<file path="src/rtl/call_stack_pkg.sv">
// call_stack_pkg: shared PC width, return-address step and stack depth for the control path.
package call_stack_pkg;
  localparam int ADDR_W = 10;
  localparam int DEPTH = 16;
  localparam int PC_STEP = 2;
  typedef logic [ADDR_W-1:0] addr_t;
endpackage

</file>
<file path="src/rtl/call_stack_if.sv">
// call_stack_if: decoder-side strobes in, return address and stack status out.
interface call_stack_if import call_stack_pkg::*; #(
  parameter int ADDR_W = call_stack_pkg::ADDR_W,
  parameter int DEPTH = call_stack_pkg::DEPTH
);
  localparam int CW = $clog2(DEPTH) + 1;
  logic en;
  logic flush;
  logic push;
  logic pop;
  logic [ADDR_W-1:0] pc_in;
  logic [ADDR_W-1:0] ret_addr;
  logic ret_valid;
  logic [CW-1:0] count;
  logic empty;
  logic full;
  logic overflow;
  logic underflow;
  modport master (
    output en, flush, push, pop, pc_in,
    input ret_addr, ret_valid, count, empty, full, overflow, underflow
  );
  modport slave (
    input en, flush, push, pop, pc_in,
    output ret_addr, ret_valid, count, empty, full, overflow, underflow
  );
endinterface

</file>
<file path="src/rtl/call_stack_mem.sv">
// call_stack_mem: return-address array, one synchronous write port and one async read port.
module call_stack_mem import call_stack_pkg::*; #(
  parameter int ADDR_W = call_stack_pkg::ADDR_W,
  parameter int DEPTH = call_stack_pkg::DEPTH
) (
  input  logic clk,
  input  logic we,
  input  logic [$clog2(DEPTH)-1:0] waddr,
  input  logic [ADDR_W-1:0] wdata,
  input  logic [$clog2(DEPTH)-1:0] raddr,
  output logic [ADDR_W-1:0] rdata
);
  logic [ADDR_W-1:0] mem [DEPTH];
  always_ff @(posedge clk)
    if (we) mem[waddr] <= wdata;
  assign rdata = mem[raddr];
endmodule

</file>
<file path="src/rtl/call_stack.sv">
// call_stack: circular return-address stack for CALL/RET; pop result is combinational into the PC.
module call_stack import call_stack_pkg::*; #(
  parameter int ADDR_W = call_stack_pkg::ADDR_W,
  parameter int DEPTH = call_stack_pkg::DEPTH,
  parameter int PC_STEP = call_stack_pkg::PC_STEP
) (
  input  logic clk,
  input  logic rst,
  call_stack_if.slave s
);
  localparam int SW = $clog2(DEPTH);
  localparam int CW = SW + 1;
  logic [SW-1:0] sp, top_idx, wr_idx;
  logic [CW-1:0] count;
  logic [ADDR_W-1:0] rd_data, ra;
  logic empty, full, live_pop, do_push, do_pop, we, ov, un;
  assign empty = count == '0;
  assign full = count == CW'(DEPTH);
  assign top_idx = sp - SW'(1);
  assign live_pop = s.pop & ~empty;
  // push+pop on a non-empty stack is a replace; on an empty stack it degrades to a push
  assign do_push = s.push & ~live_pop;
  assign do_pop = live_pop & ~s.push;
  assign ra = s.pc_in + ADDR_W'(PC_STEP);
  assign we = s.en & ~s.flush & s.push;
  assign wr_idx = live_pop ? top_idx : sp;
  call_stack_mem #(.ADDR_W(ADDR_W), .DEPTH(DEPTH)) u_mem (
    .clk(clk),
    .we(we),
    .waddr(wr_idx),
    .wdata(ra),
    .raddr(top_idx),
    .rdata(rd_data)
  );
  always_ff @(posedge clk or posedge rst) begin
    if (rst) begin
      sp <= '0;
      count <= '0;
      ov <= 1'b0;
      un <= 1'b0;
    end else if (s.en) begin
      if (s.flush) begin
        sp <= '0;
        count <= '0;
        ov <= 1'b0;
        un <= 1'b0;
      end else begin
        sp <= do_push ? sp + SW'(1) : do_pop ? top_idx : sp;
        count <= (do_push & ~full) ? count + CW'(1) : do_pop ? count - CW'(1) : count;
        ov <= ov | (do_push & full);
        un <= un | (s.pop & empty);
      end
    end
  end
  assign s.ret_addr = empty ? '0 : rd_data;
  assign s.ret_valid = s.en & live_pop;
  assign s.count = count;
  assign s.empty = empty;
  assign s.full = full;
  assign s.overflow = ov;
  assign s.underflow = un;
endmodule

</file>
<file path="src/flat_wrapper.sv">
// flat-port wrapper written by rule: the top's interface ports become plain ports
module call_stack_flat import call_stack_pkg::*;
#(
  parameter int ADDR_W = call_stack_pkg::ADDR_W,
  parameter int DEPTH = call_stack_pkg::DEPTH,
  parameter int PC_STEP = call_stack_pkg::PC_STEP
)
  (clk, rst, s_en, s_flush, s_push, s_pop, s_pc_in, s_ret_addr, s_ret_valid, s_count, s_empty, s_full, s_overflow, s_underflow);
  call_stack_if #(.ADDR_W(ADDR_W), .DEPTH(DEPTH)) s_i ();
  input  logic clk;
  input  logic rst;
  input wire logic [$bits(s_i.en)-1:0] s_en;
  input wire logic [$bits(s_i.flush)-1:0] s_flush;
  input wire logic [$bits(s_i.push)-1:0] s_push;
  input wire logic [$bits(s_i.pop)-1:0] s_pop;
  input wire logic [$bits(s_i.pc_in)-1:0] s_pc_in;
  output wire logic [$bits(s_i.ret_addr)-1:0] s_ret_addr;
  output wire logic [$bits(s_i.ret_valid)-1:0] s_ret_valid;
  output wire logic [$bits(s_i.count)-1:0] s_count;
  output wire logic [$bits(s_i.empty)-1:0] s_empty;
  output wire logic [$bits(s_i.full)-1:0] s_full;
  output wire logic [$bits(s_i.overflow)-1:0] s_overflow;
  output wire logic [$bits(s_i.underflow)-1:0] s_underflow;
  assign s_i.en = s_en;
  assign s_i.flush = s_flush;
  assign s_i.push = s_push;
  assign s_i.pop = s_pop;
  assign s_i.pc_in = s_pc_in;
  assign s_ret_addr = s_i.ret_addr;
  assign s_ret_valid = s_i.ret_valid;
  assign s_count = s_i.count;
  assign s_empty = s_i.empty;
  assign s_full = s_i.full;
  assign s_overflow = s_i.overflow;
  assign s_underflow = s_i.underflow;
  call_stack #(.ADDR_W(ADDR_W), .DEPTH(DEPTH), .PC_STEP(PC_STEP)) u_core (.clk(clk), .rst(rst), .s(s_i));
endmodule
</file>
<file path="config.mk">
export PLATFORM = sky130hd
export DESIGN_NAME = call_stack_flat
export DESIGN_NICKNAME = d
export VERILOG_FILES = /design/src/rtl/call_stack_pkg.sv /design/src/rtl/call_stack_if.sv /design/src/rtl/call_stack_mem.sv /design/src/rtl/call_stack.sv /design/src/flat_wrapper.sv
export SDC_FILE = /design/constraint.sdc
export NUM_CORES = 1
export LEC_CHECK = 0
export ABC_AREA = 1
export BUFFER_PORTS_ARGS = -buffer_cell sky130_fd_sc_hd__buf_2
export CORE_MARGIN = 1
export CORE_UTILIZATION = 40
export DETAILED_ROUTE_END_ITERATION = 6
export GPL_ROUTABILITY_DRIVEN = 0
export SETUP_SLACK_MARGIN = 0.5
export SLEW_MARGIN = 0
export SYNTH_ARGS = -nofsm -noshare
export SYNTH_HDL_FRONTEND = slang
export SYNTH_HIERARCHICAL = 1
export SYNTH_SLANG_ARGS = --single-unit
</file>
<file path="constraint.sdc">
create_clock -name clk -period 2.75 [get_ports clk]
set_clock_uncertainty 0.2 [all_clocks]
set_input_delay 0.55 -clock clk [delete_from_list [all_inputs] [get_ports clk]]
set_output_delay 0.55 -clock clk [all_outputs]
set_load 0.05 [all_outputs]
</file>
=== Word level (Yosys, flattened, before mapping) ===
Memories as Yosys holds them, arrays and structs flattened.
Index checks and enable logic that the tools add are counted.

* Bits in latches: 0
* Bits of input ports: 16
* Memories: 1
* Memory bits (writable): 160
* ROM bits: 0
* Register bits after elaboration: 11

* $mul: 0
* Muxes and demuxes: 12
* Bitwise operators: 16
* Equality and inequality tests: 1
* Shifts and indexed selects: 0
* Divide/modulo/power cells: 0
* Order comparisons: 0
* Reductions and logical operators: 5
* $add $sub $neg: 5

{| class="wikitable"
|+ Memory list
! name !! depth !! bits a word !! read ports !! clocked after memory_dff !! wr ports !! line !! source
|-
| u_core.u_mem.mem || 16 || 10 || 1 || 0 || 1 || call_stack_mem.sv:13 || <nowiki>logic [ADDR_W-1:0] mem [DEPTH];</nowiki>
|}

{| class="wikitable"
|+ Operators by type and width
! kind !! number
|-
| 2-to-1 mux 4 bit || 4
|-
| 2-to-1 mux 5 bit || 3
|-
| adder 10 x 2 -> 10 bit (second input constant) || 1
|-
| 2-to-1 mux 10 bit || 1
|-
| bitwise AND 1 bit || 9
|-
| nonzero test 3 bit || 2
|-
| adder 5 x 1 -> 5 bit (second input constant) || 1
|-
| equality test 5 bit (second input constant) || 1
|-
| zero test 5 bit || 1
|-
| inverter 1 bit || 5
|-
| subtractor 5 x 1 -> 5 bit (second input constant) || 1
|-
| adder 4 x 1 -> 4 bit (second input constant) || 1
|-
| 2-to-1 mux 1 bit || 4
|-
| AND reduction 2 bit || 2
|-
| subtractor 4 x 1 -> 4 bit (second input constant) || 1
|-
| OR 1 bit || 2
|}

=== Logic depth before layout (Yosys ltp) ===
Gate-level depths: netlist of run 1.

* Depth after elaboration: 8
* Mapped depth: 13
* Mapped depth without buffers: 12

=== Hierarchy ===
Netlist of run 1, hierarchy kept.

{| class="wikitable"
|+ By module, submodules not included
! module !! area each (um2) !! times used !! cells each
|-
| call_stack_mem || 6971.7 || 1 || 672
|-
| call_stack || 1102.3 || 1 || 158
|}

=== Worst setup path after synthesis of run 1 ===
OpenSTA, ideal clock, no wires.

* Kind: register to register
* Start: register u_core.count[4] (netlist: u_core/s.count[4])
* End: memory u_core.u_mem.mem[15][0] (enable)
* Required time: 2.174 ns
* Path slack: 0.077 ns
* Library setup time: 0.376 ns
* Cell stages (with the launch flop): 8
* Clock period less this slack: 2.673 ns
* Data arrival time: 2.097 ns
* Cell sequence: dfrtp_1 inv_1 nand3_4 nand2_2 buf_6 o21ai_0 nand3_1 nor2_1

* Longest elaborated chain between the ends: 4

{| class="wikitable"
|+ RTL lines
! element !! line !! source
|-
| from (decl) || call_stack.sv:14 || <nowiki>logic [CW-1:0] count;</nowiki>
|-
| from (signal assigned) || call_stack.sv:49 || <nowiki>count <= (do_push & ~full) ? count + CW'(1) : do_pop ? count - CW'(1) : count;</nowiki>
|-
| zero test 5 bit || call_stack.sv:17 || <nowiki>assign empty = count == '0;</nowiki>
|-
| inverter 1 bit || call_stack.sv:20 || <nowiki>assign live_pop = s.pop & ~empty;</nowiki>
|-
| bitwise AND 1 bit || call_stack.sv:20 ||
|-
| 2-to-1 mux 4 bit || call_stack.sv:26 || <nowiki>assign wr_idx = live_pop ? top_idx : sp;</nowiki>
|-
| via u_core.wr_idx[3] || call_stack.sv:13 || <nowiki>logic [SW-1:0] sp, top_idx, wr_idx;</nowiki>
|-
| to (decl) || call_stack_mem.sv:13 ||
|}

The timed path passes the listed nets, and every way through them passes these cells.

=== Worst setup path in the final report of run 1 ===
* Start: register u_core.sp[0]
* End: output s_ret_addr[2]

* Longest elaborated chain between the ends: 3

{| class="wikitable"
|+ RTL lines
! element !! line !! source
|-
| from (decl) || call_stack.sv:13 ||
|-
| from (signal assigned) || call_stack.sv:48 || <nowiki>sp <= do_push ? sp + SW'(1) : do_pop ? top_idx : sp;</nowiki>
|-
| subtractor 4 x 1 -> 4 bit || call_stack.sv:19 || <nowiki>assign top_idx = sp - SW'(1);</nowiki>
|-
| via u_core.top_idx[0] || call_stack.sv:13 ||
|-
| memory read (16 x 10 bit) || n/a ||
|-
| via u_core.rd_data[2] || call_stack.sv:15 || <nowiki>logic [ADDR_W-1:0] rd_data, ra;</nowiki>
|-
| 2-to-1 mux 10 bit || call_stack.sv:55 || <nowiki>assign s.ret_addr = empty ? '0 : rd_data;</nowiki>
|-
| to (decl) || flat_wrapper.sv:17 || <nowiki>output wire logic [$bits(s_i.ret_addr)-1:0] s_ret_addr;</nowiki>
|}

The timed path passes the listed nets, and every way through them passes these cells.

==> results by group, run 1 <==
Detailed routing
  • Total number of vias: 6,137
  • Antenna-violating nets left: 0
  • DRC Markers: 0
  • Total Routed Length: 22.9 mm
  • Detailed Routing Iterations Pass 1: 5
  • Vias per inst: 4.95
  • Detailed-route wire length per cell: 18.5 um
  • Initial DRC count: 498

CTS
  • H-tree lvl count: 4
  • CTS buffer count: 17
  • Clk sink count: 171
  • CTS root buf: clkbuf_16
  • CTS tree: built
  • Clk buf depth: 2
  • Clk slew on worst S/H paths: 0.07 ns
  • Clk_lat worst skew: 0.43 ns

Synth
  • Post-synth top area cell: edfxtp_1
  • Syn Nets: 854
  • Cell count after synthesis: 830
  • Sequential share of the synthesized area: 62.9%
  • Yosys Warn Count: 6
  • Dominant cells by area after synthesis: edfxtp_1 (60%), nand2_1 (12%), nand3_1 (8.4%)
  • Distinct cells, synth: 32
  • Synth top area share: 59.5%
  • FF+latch count, synth: 171
  • Mapped Area: 8070 um^2
  • Post-Syn Area per Cell: 9.73 um^2

Setup path
  • Crit-path max FO: 10
  • CP endpoint kind: output pin
  • Worst EP arrival: 2.20 ns
  • Crit Path Class: register to output pin
  • Reg2reg setup slack: 0.20 ns
  • Crit path required time: 2.00 ns
  • Max stage delay cell, worst path: dfrtp_1
  • Cell Chain, Critical Path: inv_2 > ha_4 > inv_8 > buf_12 > buf_16 > nand3_2 > nand3_2 > nand3_2 > nand2_1 > nand2_2 > clkinvlp_4 > buf_8
  • Startpoint Class: register
  • Worst R2R End: u_core/u_mem/mem[4][9]$_DFFE_PP_
  • CP max stage delay: 0.36 ns
  • Crit path top cell by count: nand3_2
  • Reg2reg start: u_core/s.count[4]$_DFFE_PP0P_
  • Register-to-Register Path Depth: 10

Timing
  • Min Hold Slack: 0.234 ns
  • Peak Freq: 0.339 GHz
  • Final hold vios: 0
  • Final setup fails: 10
  • RSZ-0062 raised after global routing: true
  • Setup TNS: -1.64 ns
  • Worst Max-Slew Pin Slew: 0.586 ns
  • Slew Viols, Final: 0
  • Tmin final: 2.95 ns
  • Fin crit share: 107%
  • Final Worst Setup Slack: -0.203 ns
  • Slew headroom: 60.9%

Cells and area
  • Most frequent cells in the layout: nand2_1 (230), edfxtp_1 (160), inv_1 (134), nand3_1 (73), nand3_2 (59)
  • Share of cells above drive strength 1: 34.2%
  • Most common cell after layout, fill and taps aside: nand2_1
  • Antenna diodes: 0
  • Area growth syn-to-layout: 40.1%
  • Nets: 987
  • Non-Filler Instances: 1,241
  • Filler cells: 1,627

Min path
  • HP Class: primary input to register
  • Hold worst-path end: u_core/s.underflow$_DFFE_PP0P_
  • Hold depth: 4
  • HP Start: s_flush

Run
  • Max-cap viol count: 0

Global route
  • Largest net degree at the start of global routing: 21
  • Vias in the first global route: 5,760
  • Gr ovfl total: 0
  • GRT Util Overall: 22.1%
  • First-pass GRT wire length: 32.7 mm
  • Initial antenna violation count: 0

Pwr
  • Power Density: 1250 nW/um^2
  • Pleak: 4.86 nW
  • Max VDD drop: 0.878 mV

Place
  • Placed insts: 1,145
  • Place WS: 0.0362 ns
  • Port-buffer cells: 35
  • Dpl hpwl: 12.6 mm

Floorplan
  • Die height: 144 um
  • Top-level port count: 36
  • Die W: 144 um
  • Initial cell density of the core: 41.1%
  • Core area: 19,700 um^2
  • FP Rows: 51
  • Die area: 20,800 um^2

Run status
  • Failing checks: setup timing
  • Status: complete, but fails checks
-- report_power, final --
group	switching [W]	internal (W)
Sequential	0.0000850	0.00301
Combinational	0.00511	0.00359
Clock	0.00102	0.00134
Total	0.00622	0.00794
-- through the flow --
stage	total power (W)	utilization (%)	instance area [um^2]
2_1_floorplan	0.00722	-	8300
3_3_place_gp	0.00869	46.4	9120
3_5_place_dp	0.00874	46.4	9120
4_1_cts	0.0134	55.0	10800
5_1_grt	0.0148	57.5	11300
6_report	0.0142	57.5	11300
-- per-layer routing --
layer / vias up / track usage [%] / part of all wire, %
met5: - / 0 / 0
met1: 2956 / 28.2 / 42
met2: 219 / 36.0 / 49
met4: 0 / 10.4 / 2.8
li1: 2928 / - / -
met3: 34 / 4.77 / 6.4
-- registers in the layout (all words and copies together), names as in the netlist --
signal,flops
u_core/u_mem/mem,160
u_core/s.underflow,1
u_core/sp,4
u_core/s.count,5
u_core/s.overflow,1
-- kinds of logic (layout without fill, tap and decap cells) --
group                      Yosys count  count (layout)  share of synthesized area [%]
AOI/OAI and AO/OA                   16              16                           1.12
DFF                                171             171                           62.9
buffers and inverters              191             337                           10.0
and+or+nand+nor                    430             430                           23.1
adders and majority gates            8               8                           1.33
xor gates and xnor gates            14              14                           1.52
-- area by class of cell --
class                           instances  area [um^2]  area share (%)
Timing Repair Buffer                  148         1770            15.6
Clock buffer                           17          425            3.76
Sequential cell                       171         5090            45.0
Multi-Input combinational cell        468         2880            25.5
Inverter                              157          664            5.88
Clock inverter                         15          150            1.33
Tap cell                              265          332            2.93
-- synth_stat cells (all sizes together) --
master,number
fa,1
edfxtp,160
clkbuf,7
ha,7
nand3,138
dfrtp,11
xnor2,4
nand3b,2
buf,27
o22ai,1
nor2,27
o21ai,12
xor2,10
a21oi,1
nand2,260
clkinv,1
o31ai,1
inv,156
o21a,1
nand4,2
nor3,1
-- repair_timing --
action | CTS | global route
setup endpoints to repair | 174 | 191
hold buffers | 1 | 0
buffers inserted | 38 | 13
resized for setup | 143 | 64
gates cloned | 7 | 5
pin swaps | 44 | 22
hold endpoints to repair | 11 | 0
-- how the worst max path moves through the flow --
stage | depth (start not counted) | endpoint | startpoint | slack (ns)
2_1_floorplan | 12 | s_ret_addr[0] | u_core/sp[0]$_DFFE_PP0P_ | 0.35
3_3_place_gp | 12 | s_ret_addr[5] | u_core/sp[0]$_DFFE_PP0P_ | 0.07
3_5_place_dp | 12 | s_ret_addr[5] | u_core/sp[0]$_DFFE_PP0P_ | 0.04
4_1_cts | 13 | s_ret_addr[7] | u_core/sp[0]$_DFFE_PP0P_ | -0.19
5_1_grt | 12 | s_ret_addr[8] | u_core/sp[0]$_DFFE_PP0P_ | -0.30
6_report | 12 | s_ret_addr[2] | u_core/sp[0]$_DFFE_PP0P_ | -0.20
-- critical path, delay by kind of cell, from the launching register on --
| family | cells | cell delay (ns) |
|---|---|---|
| flops | 1 | 0.36 |
| buf+inv | 6 | 0.65 |
| simple gates | 5 | 0.45 |
| fa+ha+maj | 1 | 0.31 |
(Power assumes the default switching activity.)
==> run 2, diff against run 1 <==
- CORE_MARGIN: 1 -> 2
==> run 2 against run 1 <==
The run still ends with setup timing left. Die area is 2.8% higher. Total power is 5.6% higher. Sequential share of layout area is 1.7 points lower. Non-clock buffer count is 11 higher. Critical path depth is 1 higher. Cell count is 0.97% higher. Register-to-register slack better by 0.06 ns. Via count is 4.0% higher. Largest cell class unchanged.
==> results by group, run 2 (synthesized netlist as in run 1, its figures left out) <==
Place
  • Port-buffer cells: 35
  • Dpl hpwl: 12.4 mm

Run status
  • Failing checks: setup timing
  • Status: complete, but fails checks

Cells and area
  • Seq. cell area: 5090 um^2
  • Max reg flops: 160
  • Top flop regs: u_core/u_mem/mem: 160 flops, u_core/s.count: 5 flops, u_core/sp: 4 flops
  • Nets: 999
  • Most frequent cells in the layout: nand2_1 (220), edfxtp_1 (160), inv_1 (134), nand3_1 (71), nand3_2 (61)
  • Share of cells above drive strength 1: 36.3%
  • Largest Register: u_core/u_mem/mem
  • Most common cell after layout, fill and taps aside: nand2_1
  • Filler cells: 1,573
  • Antenna diodes: 0
  • Area growth syn-to-layout: 45.7%
  • Area of the multi-input gates: 2960 um^2

Timing
  • Tmin final: 2.99 ns
  • Worst Max-Slew Pin Slew: 0.627 ns
  • Min Hold Slack: 0.245 ns
  • Final hold vios: 0
  • Final Worst Setup Slack: -0.240 ns
  • Peak Freq: 0.334 GHz
  • Slew Viols, Final: 0
  • Final setup fails: 10
  • RSZ-0062 raised after global routing: true
  • Slew headroom: 58.2%
  • Fin crit share: 109%

Global route
  • Vias in the first global route: 6,224
  • Initial antenna violation count: 0
  • GRT Util Overall: 22.8%
  • Gr ovfl total: 0
  • First-pass GRT wire length: 36.0 mm
  • Largest net degree at the start of global routing: 25

Setup path
  • Worst Setup EP: s_ret_addr[8]
  • Worst R2R End: u_core/u_mem/mem[10][9]$_DFFE_PP_
  • CP Launch Point: u_core/sp[1]$_DFFE_PP0P_
  • Worst EP arrival: 2.24 ns
  • Crit-path max FO: 5
  • Register-to-Register Path Depth: 13
  • Crit Path Class: register to output pin
  • CP endpoint kind: output pin
  • Reg2reg start: u_core/sp[0]$_DFFE_PP0P_
  • Reg2reg setup slack: 0.26 ns
  • Crit path required time: 2.00 ns
  • Startpoint Class: register

Floorplan
  • Top-level port count: 36
  • Core area: 19,700 um^2
  • Die area: 21,300 um^2
  • Die W: 146 um
  • Initial cell density of the core: 41.1%
  • Die height: 146 um
  • FP Rows: 51

Detailed routing
  • Initial DRC count: 591
  • Vias per inst: 5.09
  • Antenna-violating nets left: 0
  • Detailed-route wire length per cell: 19.0 um
  • Detailed Routing Iterations Pass 1: 5
  • Total number of vias: 6,383
  • Total Routed Length: 23.9 mm
  • DRC Markers: 0

Run
  • Max-cap viol count: 0

CTS
  • CTS root buf: clkbuf_16
  • CTS tree: built
  • CTS buffer count: 17
  • Clk_lat worst skew: 0.44 ns
  • Clk buf depth: 2
  • Clk slew on worst S/H paths: 0.06 ns
  • H-tree lvl count: 4
  • Clk sink count: 171

Min path
  • HP Class: primary input to register

Pwr
  • Power Density: 1270 nW/um^2
  • Max VDD drop: 1.04 mV
  • Total power: 0.0149 W
  • Pleak: 5.04 nW
-- run 2: cell types whose count changed in the layout (fill, tap and decap cells not counted), sizes merged --
cell | previous run | this run
clkinvlp | 12 | 13
clkbuf | 21 | 23
buf | 143 | 155
bufinv | 2 | 6
clkinv | 11 | 3
inv | 147 | 148
-- run 2: how the worst min path moves through the flow --
stage | startpoint | to | slack (ns) | depth (start not counted)
after floorplan | rst | u_core/s.overflow$_DFFE_PP0P_ | 0.20 | 1
after global placement | u_core/s.overflow$_DFFE_PP0P_ | u_core/s.overflow$_DFFE_PP0P_ | 0.30 | 2
after detailed placement | u_core/s.overflow$_DFFE_PP0P_ | u_core/s.overflow$_DFFE_PP0P_ | 0.29 | 2
after CTS | s_flush | u_core/s.underflow$_DFFE_PP0P_ | 0.23 | 4
after global routing | s_flush | u_core/s.underflow$_DFFE_PP0P_ | 0.25 | 4
final | s_flush | u_core/s.underflow$_DFFE_PP0P_ | 0.25 | 4
-- run 2: layout make-up --
type                            count  area share [%]
Clock buffer                       20            3.80
Tap cell                          265            2.82
Sequential cell                   171            43.2
Multi-Input combinational cell    468            25.1
Inverter                          157            5.70
Timing Repair inverter              1          0.0744
Timing Repair Buffer              159            17.4
Clock inverter                     12            1.87
-- run 2: stage by stage --
stage | worst slack [ns] | instances | TNS (ns) | utilization (%) | area [um^2]
after floorplan | 0.346 | 830 | 0 | - | 8300
after global placement | 0.0462 | 1150 | 0 | 46.6 | 9160
after detailed placement | 0.0228 | 1150 | 0 | 46.6 | 9160
after CTS | -0.218 | 1242 | -1.94 | 57.9 | 11400
after global routing | -0.352 | 1253 | -3.07 | 59.9 | 11800
final | -0.240 | 1253 | -2.13 | 59.9 | 11800
-- run 2: timing repair --
item	in CTS	in global routing
pin swaps	53	28
endpoints found under the setup margin	174	191
cloned	14	2
hold endpoints to repair	11	0
hold buffers	1	0
gates resized for setup	210	48
buffers inserted	45	9
-- run 2: layer usage --
layer	global-route usage, %	share of wire [%]
met5	0	0
met2	38.6	51
met4	8.69	2.5
met3	5.41	6.9
met1	28.5	40
-- run 2: power by group --
group	switching, W	internal (W)	leakage, nW
Sequential	0.000110	0.00301	1.57
Clock	0.000984	0.00172	0.314
Combinational	0.00525	0.00387	3.15
-- run 2: critical path, cell delays in order, from the launching register on --
cell and delay, ns:
dfrtp_1 0.39, inv_2 0.06, ha_4 0.30, inv_8 0.06, buf_8 0.13, buf_12 0.12
buf_16 0.13, nand3_2 0.07, nand3_2 0.05, nand3_1 0.10, nand2_2 0.07, nand2_2 0.08
clkinvlp_4 0.09, buf_8 0.15
